<file path="src/rtl/scene_pkg.sv">
`default_nettype none
// ============================================================================
// Module   : scene_pkg
// Purpose  : Shared scene codes, default frame constants and a small helper
//            for the scene sequencer and its sub-blocks.
// Contents : S_START..S_LOSE       3-bit scene codes (7 is never produced)
//            c_TWINKLE_FRAMES      default frames per twinkle half-period
//            c_GUARD_FRAMES        default frames before a tap is accepted
//            is_banner()           true for START/WIN/LOSE (text scenes)
// Revision : 1.0 - initial release
// ============================================================================
package scene_pkg;

    localparam logic [2:0] S_START = 3'd0;
    localparam logic [2:0] S_MENU  = 3'd1;
    localparam logic [2:0] S_PLAY1 = 3'd2;
    localparam logic [2:0] S_PLAY2 = 3'd3;
    localparam logic [2:0] S_PLAY3 = 3'd4;
    localparam logic [2:0] S_WIN   = 3'd5;
    localparam logic [2:0] S_LOSE  = 3'd6;

    localparam int c_TWINKLE_FRAMES = 30;
    localparam int c_GUARD_FRAMES   = 20;

    // Scenes that show blinking "Tap To Continue" text.
    function automatic logic is_banner(input logic [2:0] s);
        return (s == S_START) || (s == S_WIN) || (s == S_LOSE);
    endfunction

endpackage
`default_nettype wire

</file>
<file path="src/rtl/twinkle_gen.sv">
`default_nettype none
// ============================================================================
// Module   : twinkle_gen
// Purpose  : Frame-tick divider producing the blink strobe for banner text.
//            twinkle toggles every TWINKLE_FRAMES frame ticks.
// Ports    : clk         in   system clock
//            rst         in   synchronous active-low reset (twinkle -> 1)
//            frame_tick  in   one-cycle pulse per frame
//            restart     in   entering a banner scene: twinkle=1, count=0
//            hold        in   next scene is not a banner: twinkle=0, count=0
//            twinkle     out  blink strobe (registered)
// Revision : 1.0 - initial release
// ============================================================================
module twinkle_gen #(
    parameter int TWINKLE_FRAMES = 30,
    parameter int FCNT_W         = 10
) (
    input  logic clk,
    input  logic rst,
    input  logic frame_tick,
    input  logic restart,
    input  logic hold,
    output logic twinkle
);

    localparam logic [FCNT_W-1:0] c_LAST = FCNT_W'(TWINKLE_FRAMES - 1);

    logic [FCNT_W-1:0] r_tw_cnt;
    logic              r_twinkle;

    // restart/hold take priority over frame_tick so a tick landing in the
    // same cycle as a scene change is swallowed by the clear.
    always_ff @(posedge clk) begin
        if (!rst) begin
            r_tw_cnt  <= '0;
            r_twinkle <= 1'b1;
        end else if (hold) begin
            r_tw_cnt  <= '0;
            r_twinkle <= 1'b0;
        end else if (restart) begin
            r_tw_cnt  <= '0;
            r_twinkle <= 1'b1;
        end else if (frame_tick) begin
            if (r_tw_cnt == c_LAST) begin
                r_tw_cnt  <= '0;
                r_twinkle <= ~r_twinkle;
            end else begin
                r_tw_cnt  <= r_tw_cnt + 1'b1;
            end
        end
    end

    assign twinkle = r_twinkle;

endmodule
`default_nettype wire

</file>
<file path="src/rtl/scene_ctrl.sv">
`default_nettype none
// ============================================================================
// Module   : scene_ctrl
// Purpose  : Top-level scene sequencer. Owns the 3-bit scene register and the
//            twinkle strobe; reacts to taps, menu level selection and game
//            win/lose events, with a tap guard after entering text scenes.
// Ports    : clk              in   system clock, posedge
//            rst              in   synchronous active-low reset
//            frame_tick       in   one-cycle pulse per VGA frame
//            tap              in   mouse left-button level (synchronous)
//            level_sel_valid  in   one-cycle menu selection pulse
//            level_sel[1:0]   in   0/1/2 = PLAY1/2/3, 3 = invalid
//            win_evt          in   one-cycle win pulse
//            lose_evt         in   one-cycle lose pulse
//            scene[2:0]       out  current scene code
//            twinkle          out  blink strobe for START/WIN/LOSE text
//            scene_enter      out  pulse in the first cycle of a new scene
// Options  : AUTO_RETURN_EN - when defined, WIN/LOSE return to MENU on their
//            own after AUTO_FRAMES frame ticks.
// Revision : 1.0 - initial release
// ============================================================================
module scene_ctrl
    import scene_pkg::*;
#(
    parameter int TWINKLE_FRAMES = c_TWINKLE_FRAMES,
    parameter int GUARD_FRAMES   = c_GUARD_FRAMES,
    parameter int AUTO_FRAMES    = 600,
    parameter int FCNT_W         = 10
) (
    input  logic       clk,
    input  logic       rst,
    input  logic       frame_tick,
    input  logic       tap,
    input  logic       level_sel_valid,
    input  logic [1:0] level_sel,
    input  logic       win_evt,
    input  logic       lose_evt,
    output logic [2:0] scene,
    output logic       twinkle,
    output logic       scene_enter
);

    localparam logic [FCNT_W-1:0] c_GUARD = FCNT_W'(GUARD_FRAMES);

    logic [2:0]        r_scene;
    logic              r_scene_enter;
    logic              r_tap_d;
    logic [FCNT_W-1:0] r_guard_cnt;

    logic [2:0]        w_next;
    logic              w_change;
    logic              w_tap_rise;
    logic              w_guard_ok;
    logic              w_in_result;
    logic              w_auto_to;

    assign w_tap_rise  = tap & ~r_tap_d;
    assign w_guard_ok  = (r_guard_cnt == c_GUARD);
    assign w_in_result = (r_scene == S_WIN) || (r_scene == S_LOSE);

`ifdef AUTO_RETURN_EN
    localparam logic [FCNT_W-1:0] c_AUTO = FCNT_W'(AUTO_FRAMES);

    logic [FCNT_W-1:0] r_auto_cnt;

    // Only advances in WIN/LOSE; every scene change lands it back at zero.
    always_ff @(posedge clk) begin
        if (!rst) begin
            r_auto_cnt <= '0;
        end else if (w_change) begin
            r_auto_cnt <= '0;
        end else if (w_in_result && frame_tick && (r_auto_cnt != c_AUTO)) begin
            r_auto_cnt <= r_auto_cnt + 1'b1;
        end
    end

    assign w_auto_to = w_in_result && (r_auto_cnt == c_AUTO);
`else
    assign w_auto_to = 1'b0;
`endif

    // Next-scene decode. Events not meaningful in the current scene fall
    // through and are simply lost.
    always_comb begin
        w_next = r_scene;
        case (r_scene)
            S_START: begin
                if (w_tap_rise && w_guard_ok) w_next = S_MENU;
            end
            S_MENU: begin
                if (level_sel_valid && (level_sel != 2'd3))
                    w_next = S_PLAY1 + {1'b0, level_sel};
            end
            S_PLAY1, S_PLAY2, S_PLAY3: begin
                if (lose_evt)     w_next = S_LOSE;
                else if (win_evt) w_next = S_WIN;
            end
            S_WIN, S_LOSE: begin
                // Tap and timeout together still yield a single transition.
                if ((w_tap_rise && w_guard_ok) || w_auto_to) w_next = S_MENU;
            end
            default: w_next = S_START;
        endcase
    end

    assign w_change = (w_next != r_scene);

    always_ff @(posedge clk) begin
        if (!rst) begin
            r_scene       <= S_START;
            r_scene_enter <= 1'b0;
            r_tap_d       <= 1'b0;
            r_guard_cnt   <= '0;
        end else begin
            r_scene       <= w_next;
            r_scene_enter <= w_change;
            r_tap_d       <= tap;
            if (w_change) begin
                r_guard_cnt <= '0;
            end else if (frame_tick && !w_guard_ok) begin
                r_guard_cnt <= r_guard_cnt + 1'b1;
            end
        end
    end

    // Control is derived from the scene being entered so the strobe is
    // already correct in the first cycle the new scene is visible.
    twinkle_gen #(
        .TWINKLE_FRAMES (TWINKLE_FRAMES),
        .FCNT_W         (FCNT_W)
    ) u_twinkle_gen (
        .clk        (clk),
        .rst        (rst),
        .frame_tick (frame_tick),
        .restart    (w_change && is_banner(w_next)),
        .hold       (!is_banner(w_next)),
        .twinkle    (twinkle)
    );

    assign scene       = r_scene;
    assign scene_enter = r_scene_enter;

endmodule
`default_nettype wire

</file>
<file path="config.mk">
export PLATFORM = sky130hd
export DESIGN_NAME = scene_ctrl
export DESIGN_NICKNAME = d
export VERILOG_FILES = /design/src/rtl/scene_pkg.sv /design/src/rtl/twinkle_gen.sv /design/src/rtl/scene_ctrl.sv
export SDC_FILE = /design/constraint.sdc
export NUM_CORES = 1
export LEC_CHECK = 0
export ABC_CLOCK_PERIOD_IN_PS = 3000
export CORE_ASPECT_RATIO = 0.6
export CORE_MARGIN = 1.5
export CORE_UTILIZATION = 30
export CTS_BUF_LIST = sky130_fd_sc_hd__clkbuf_16
export CTS_CLUSTER_SIZE = 10
export DETAILED_ROUTE_END_ITERATION = 8
export PLACE_DENSITY = 0.57
export SKIP_LAST_GASP = 1
export SYNTH_ARGS = -nofsm -noshare
export SYNTH_HDL_FRONTEND = slang
export SYNTH_SLANG_ARGS = --single-unit
export TNS_END_PERCENT = 50
</file>
<file path="constraint.sdc">
create_clock -name clk -period 3 [get_ports clk]
set_clock_uncertainty 0.1 [all_clocks]
set_input_delay 0.6 -clock clk [delete_from_list [all_inputs] [get_ports clk]]
set_output_delay 0.6 -clock clk [all_outputs]
set_load 0.02 [all_outputs]
</file>
==> qor_table.md, run 1 <==
| Stage | Metric | Value |
|---|---|---|
| timing | Post-layout min period | 2.480 ns |
| timing | Unrepaired setup endpoints after global routing | false |
| synth | Part of the Yosys area used for sequential elements | 0.3441 |
| timing | Max frequency | 403.2 MHz |
| placement | Cell area after placement | 1700 µm² |
| cts | Count of cells resized by post-cts repair | 0 |
| cts | Clk sinks | 26 |
| timing | Final critical-path setup slack | 0.5196 ns |
| synth | Fraction of synthesized cell area taken by the top area cell type | 0.3441 |
| drt | Total wirelength of the detailed-routed design | 3.109 mm |
| layout | Post-route standard cell area excluding fillers | 1779 µm² |
| global routing | Pin count of the biggest net entering global routing | 21 |
| global routing | Initial antenna violation count | 0 |
| cts | Clock tree from TritonCTS | done |
| synth | Post-synth net total | 181 |
| synth | Flop and latch count out of synthesis | 26 |
| drt | Vias after detailed routing | 1214 |
| layout | Seq. cell area | 520.5 µm² |
| cts | Number of buffers created by CTS | 3 |
| timing | Number of setup violations in the final report | 0 |
| synth | Top flip-flop cell by instance count after synthesis | dfxtp_1 |
| synth | Cells taking the most area after synthesis | dfxtp_1, a211oi_2, xnor2_1, nand2_1, xor2_1 |
| setup path | CP max FO | 11 |
| cts | Hold-fix buffer count after cts | 0 |
| floorplanning | Area of the die | 5491 µm² |
| global routing | Via count of the first global-routing pass | 1080 |
| power and ir drop | Leakage dissipation | 0.6263 nW |
| timing | Worst rel slew slack | 0.6423 |
| placement | Number of instances in the placed design | 240 |
| run | Max cap viols | 0 |
| floorplanning | Starting utilization of the core area | 0.3214 |
| setup path | Slowest-stage cell, CP | clkdlybuf4s50_1 |
| power and ir drop | Power per cell area | 398.1 nW/µm² |
| global routing | First-pass GRT wire length | 5.188 mm |
| power and ir drop | Total chip power | 0.7083 mW |
| setup path | Worst setup path category | input port to flop |
| synth | Top cells by count, synth | dfxtp_1, nand2_1, nor2_1, a211oi_2, xnor2_1 |
| layout | Share of final-layout standard cells stronger than drive strength 1 | 0.1326 |
| cts | Clock network latency to the later pin of the worst-skew pair | 0.26 ns |
| synth | Netlist Area Pre-Place | 1513 µm² |
| synth | Count leader, synth | dfxtp_1 |
| floorplanning | Height of the die | 58.01 µm |
| floorplanning | Total number of placement rows | 19 |
| global routing | Overflow left after global routing | 0 |
| setup path | Arrival time reported for the critical path endpoint | 2.55 ns |
| synth | Post-Synthesis Mean Instance Area | 9.004 µm² |
| synth | Total of warnings raised by yosys | 0 |
| floorplanning | I/O pin cnt | 14 |
| worst hold path | Worst hold path class | flop to flop |
| cts | Clock-pin transition on the worst setup and hold timing paths | 0.07 ns |
| timing | Total Neg Setup Slack | 0 ns |
| layout | Post-layout nets | 195 |
| timing | Final number of hold-violating endpoints | 0 |
| setup path | Category of the worst setup path launch point | input port |
| drt | Antenna-violating nets left | 0 |
| drt | Via density per instance | 4.975 |
| drt | Pre-Repair DR Iteration Count | 4 |
| synth | Number of standard cells after synthesis | 168 |
| layout | Area taken by multi-input logic gates | 929.6 µm² |
| synth | Unique masters post-synth | 47 |
| drt | Average wire per standard cell | 12.74 µm |
| timing | Final clock period utilization by the worst path | 0.8268 |
| synth | Asr flop ratio synth | 0 |
| global routing | Overall track demand over capacity in global routing | 0.1215 |
| cts | Number of setup buffers added after CTS | 0 |
| synth | Largest area contributor in the synthesized netlist | dfxtp_1 |
| timing | Max-slew violation count | 0 |
| placement | Worst slack after detailed placement | 0.2393 ns |
| cts | Clock tree root driver cell | clkbuf_16 |
| layout | Antenna cells | 0 |
| placement | Total half-perimeter wirelength after legalization and detailed placement | 2.337 mm |
| layout | P&R area growth vs syn | 17.62% |
| floorplanning | Floorplan core area | 4707 µm² |
| setup path | Data required time at the worst endpoint | 3.07 ns |
| setup path | Critical path buffers and inverters | 1 |
| synth | EDFF count, synth | 0 |
| setup path | CP cell instances | clkdlybuf4s50_1 > and3b_1 > and3_4 > or2_2 > a21oi_1 > nand2_1 > a211oi_1 |
| outcome | Outcome | completed |
| layout | Fill cell total of the finished layout | 482 |
| floorplanning | Horizontal die dimension | 94.67 µm |
| cts | CTS H-tree depth | 1 |
| drt | DRC errors left | 0 |
| drt | Number of DRC markers after the initial detailed-route iteration | 111 |
| timing | Slew at the pin closest to its max-slew limit | 0.5353 ns |
| placement | Gp weighted congestion | 0.7580 |
| setup path | Endpoint type of the worst setup path | flop |
| layout | Final cell count without fillers | 244 |
| setup path | Cell class contributing the biggest share of worst-path delay | simple AND/OR/NAND/NOR gates |
| cts | Clock Tree Buf Depth | 2 |
| placement | Port-buffer cells | 13 |
| power and ir drop | Max IR drop VDD | 0.1937 mV |
| setup path | Delay of the slowest cell on the worst path | 0.41 ns |
-- metrics by stage --
stage                     hold WS [ns]  utilization
final                           0.4646       0.3780
after global routing            0.5042       0.3780
after CTS                       0.4640       0.3780
after detailed placement        0.4516       0.3612
after global placement          0.4407       0.3612
after floorplan                 0.4161            -
-- registers in the layout (all words and copies together) (netlist names) --
name and flops:
scene 3, scene_enter 1, r_tap_d 1, u_twinkle_gen.twinkle 1
u_twinkle_gen.r_tw_cnt 10, r_guard_cnt 10
-- worst register-to-register path, delay by kind of cell (launching register included) --
| family | cells | cell delay (ns) |
|---|---|---|
| AO/OA/AOI/OAI | 2 | 0.52 |
| adder cells (fa/ha/maj) | 1 | 0.19 |
| buffers and inverters | 1 | 0.06 |
| flip-flops | 1 | 0.38 |
| AND/OR/NAND/NOR | 4 | 0.99 |
-- cells by family after synthesis --
| family | Yosys count | synth area share |
|---|---|---|
| xor gates and xnor gates | 17 | 0.09843 |
| AOI/OAI and AO/OA | 33 | 0.1894 |
| muxes | 1 | 0.006617 |
| buffers and inverters | 13 | 0.04136 |
| and+or+nand+nor | 74 | 0.2870 |
| adders and majority gates | 4 | 0.03309 |
| DFF | 26 | 0.3441 |
-- layer usage --
layer  part of all wire  vias up  GRT usage
met2               0.38       14     0.1714
met4             0.0029        0    0.01493
met1               0.58      572     0.1878
met5                  0        -          0
met3              0.034        2    0.03150
li1                   -      626          -
-- layout by cell type, fill, tap and decap left out, types with 2 or more instances in the layout --
cell and count:
nor4b_4 2, a21oi_1 6, buf_4 2, clkbuf_16 3
inv_1 7, clkdlybuf4s50_1 13, a211oi_1 2, nand2b_1 2
nand3_1 4, dfxtp_1 26, a211oi_2 9, and2_1 3
a31oi_1 2, ha_1 4, nand2_1 19, nor2b_1 5
nand4_1 4, xor2_1 8, nor3_1 3, nand3b_1 2
and3_1 5, nor2_1 14, a22oi_1 2, xnor2_1 9
o21ai_0 3
-- cell type report --
class | count | share of cell area
Timing Repair Buffer | 15 | 0.08157
Multi-Input combinational cell | 129 | 0.5225
Inverter | 7 | 0.01477
Sequential cell | 26 | 0.2925
Clock inverter | 1 | 0.002110
Tap cell | 63 | 0.04430
Clock buffer | 3 | 0.04219
-- where the power goes --
part | total [mW] | leakage [nW] | switching, mW | internal, mW
clock | 0.296 | 0.0385 | 0.118 | 0.178
combinational | 0.0552 | 0.377 | 0.0270 | 0.0283
sequential | 0.357 | 0.210 | 0.00561 | 0.351
total | 0.708 | 0.626 | 0.151 | 0.558
-- worst paths after layout --
kind | slack [ns] | cells past startpoint | end | start
setup / recovery | 0.52 | 7 | u_twinkle_gen.r_tw_cnt[4] | tap
hold / removal | 0.46 | 2 | r_guard_cnt[2] | r_guard_cnt[2]
setup reg to reg | 0.66 | 8 | u_twinkle_gen.r_tw_cnt[4] | r_guard_cnt[0]
hold reg to reg | 0.46 | 2 | r_guard_cnt[2] | r_guard_cnt[2]
Note: power is estimated with default switching activity, not from simulation.
==> run 2: changes to the inputs <==
ABC_CLOCK_PERIOD_IN_PS = 2500   (was 3000)
clock period = 2.5 ns   (was 3 ns; I/O delays follow)
==> qor_table.md, run 2 (synthesized netlist as in run 1, its figures left out) <==
| Stage | Metric | Value | Change |
|---|---|---|---|
| layout | Fill cell total of the finished layout | 477 | -1.0% |
| setup path | Category of the worst setup path launch point | input port |  |
| timing | Number of setup violations in the final report | 0 | unchanged |
| cts | Clk sinks | 26 | unchanged |
| cts | Clock tree from TritonCTS | done |  |
| setup path | Slowest-stage cell, CP | or3_4 |  |
| placement | Gp weighted congestion | 0.8438 | +11% |
| cts | CTS H-tree depth | 1 | unchanged |
| layout | Commonest non-fill, non-tap cell in the layout | dfxtp_1 |  |
| worst hold path | Worst hold path class | flop to flop |  |
| placement | Cell area after placement | 1765 µm² | +3.8% |
| layout | Final cell count without fillers | 251 | +2.9% |
| cts | Clock network latency to the later pin of the worst-skew pair | 0.26 ns | about the same |
| placement | Worst slack after detailed placement | -0.07963 ns | -0.3189 ns |
| power and ir drop | Max IR drop VDD | 0.2640 mV | +36% |
| drt | Vias after detailed routing | 1223 | +0.74% |
| setup path | Worst setup path category | input port to flop |  |
| cts | Number of buffers created by CTS | 3 | unchanged |
| placement | Number of instances in the placed design | 247 | +2.9% |
| layout | Highest-count cells in the layout ignoring fill and taps | dfxtp_1, nand2_1, nor2_1, clkdlybuf4s50_1 |  |
| drt | DRC errors left | 0 | unchanged |
| layout | Share of final-layout standard cells stronger than drive strength 1 | 0.1702 | +0.03762 |
| setup path | CP cell instances | clkdlybuf4s50_1 > and3b_1 > and3_4 > or2_2 > and3_1 > or3_4 > a211oi_1 |  |
| setup path | Arrival time reported for the critical path endpoint | 2.39 ns | -0.16 ns |
| layout | Antenna cells | 0 | unchanged |
| cts | Clock tree root driver cell | clkbuf_16 |  |
| cts | Hold-fix buffer count after cts | 0 | unchanged |
| timing | Max frequency | 432.0 MHz |  |
| power and ir drop | Power per cell area | 514.0 nW/µm² | +29% |
| timing | Final number of hold-violating endpoints | 0 | unchanged |
| timing | Final clock period utilization by the worst path | 0.9260 |  |
| drt | Antenna-violating nets left | 0 | unchanged |
| cts | Count of cells resized by post-cts repair | 0 | unchanged |
| setup path | CP max FO | 11 | unchanged |
| floorplanning | I/O pin cnt | 14 | unchanged |
| outcome | Outcome | completed |  |
| power and ir drop | Leakage dissipation | 0.6771 nW | +8.1% |
| floorplanning | Starting utilization of the core area | 0.3214 | unchanged |
| floorplanning | Height of the die | 58.01 µm | unchanged |
| setup path | Data required time at the worst endpoint | 2.58 ns | -0.49 ns |
| timing | Post-layout min period | 2.315 ns |  |
| drt | Number of DRC markers after the initial detailed-route iteration | 44 | -60% |
| floorplanning | Area of the die | 5491 µm² | unchanged |
| timing | Unrepaired setup endpoints after global routing | false |  |
| cts | Clock-pin transition on the worst setup and hold timing paths | 0.06 ns | about the same |
| placement | Port-buffer cells | 13 | unchanged |
| global routing | Overflow left after global routing | 0 | unchanged |
| cts | Clock Tree Buf Depth | 2 | unchanged |
| placement | Total half-perimeter wirelength after legalization and detailed placement | 2.442 mm | +4.5% |
| drt | Total wirelength of the detailed-routed design | 3.111 mm | about the same |
| cts | Number of setup buffers added after CTS | 0 | unchanged |
| layout | P&R area growth vs syn | 23.66% |  |
| timing | Worst rel slew slack | 0.7477 | +0.1055 |
| timing | Slew at the pin closest to its max-slew limit | 0.3779 ns | -0.1574 ns |
| global routing | Pin count of the biggest net entering global routing | 21 | unchanged |
| timing | Max-slew violation count | 0 | unchanged |
| run | Max cap viols | 0 | unchanged |
| drt | Via density per instance | 4.873 | -2.1% |
| drt | Pre-Repair DR Iteration Count | 4 | unchanged |
| global routing | Overall track demand over capacity in global routing | 0.1267 | +0.005223 |
| timing | Final critical-path setup slack | 0.1850 ns | -0.3347 ns |
| global routing | Via count of the first global-routing pass | 1071 | -0.83% |
| setup path | Endpoint type of the worst setup path | flop |  |
| setup path | Delay of the slowest cell on the worst path | 0.43 ns | +0.02 ns |
| layout | Final core utilization | 0.3974 | +0.01941 |
| drt | Average wire per standard cell | 12.39 µm | -2.7% |
| global routing | Initial antenna violation count | 0 | unchanged |
| floorplanning | Horizontal die dimension | 94.67 µm | unchanged |
| layout | Area taken by multi-input logic gates | 929.6 µm² | unchanged |
| global routing | First-pass GRT wire length | 5.278 mm | +1.7% |
| layout | Post-route standard cell area excluding fillers | 1871 µm² | +5.1% |
| floorplanning | Floorplan core area | 4707 µm² | unchanged |
| floorplanning | Total number of placement rows | 19 | unchanged |
| layout | Post-layout nets | 202 | +3.6% |
| layout | Seq. cell area | 520.5 µm² | unchanged |
run 2: cell count changes in the layout (fill, tap and decap cells not counted):
| cell | before | now |
|---|---|---|
| buf_12 | 0 | 1 |
| bufinv_16 | 0 | 1 |
| clkinv_1 | 1 | 0 |
| buf_4 | 2 | 8 |
run 2: routing by layer:
| metal | global-route usage | share of wire |
|---|---|---|
| met4 | 0.03198 | 0.0080 |
| met1 | 0.1938 | 0.58 |
| met3 | 0.04593 | 0.049 |
| met2 | 0.1633 | 0.37 |
| met5 | 0 | 0 |
run 2: cell type report:
type,count,area share
Clock inverter,1,0.01605
Sequential cell,26,0.2783
Timing Repair Buffer,22,0.1124
Tap cell,63,0.04214
Multi-Input combinational cell,129,0.4970
Inverter,7,0.01405
Clock buffer,3,0.04013
run 2: path summary, 6_finish.rpt:
kind	to	slack, ns	start	depth (start not counted)
min	r_guard_cnt[2]	0.46	r_guard_cnt[2]	2
max	u_twinkle_gen.r_tw_cnt[4]	0.18	tap	7
min reg2reg	r_guard_cnt[2]	0.46	r_guard_cnt[2]	2
max reg2reg	u_twinkle_gen.r_tw_cnt[4]	0.23	r_guard_cnt[0]	8
run 2: stage by stage:
stage	hold WS (ns)	power [mW]	TNS [ns]
3_3_place_gp	0.4589	0.5108	-0.4384
3_5_place_dp	0.4491	0.5099	-0.6209
4_1_cts	0.4719	0.9693	0
5_1_grt	0.4957	1.000	0
6_report	0.4639	0.9615	0
2_1_floorplan	0.4161	0.4743	0
run 2: critical path, delay by kind of cell:
kind                   cells  cell delay, ns
and+or+nand+nor            5            1.26
buffers and inverters      1            0.41
AOI/OAI and AO/OA          1            0.22
run 2: power by group:
part           leakage [nW]  internal, mW  switching, mW
registers             0.210         0.421        0.00660
logic                 0.416        0.0388         0.0328
clock network        0.0511         0.318          0.143
total                 0.677         0.779          0.183
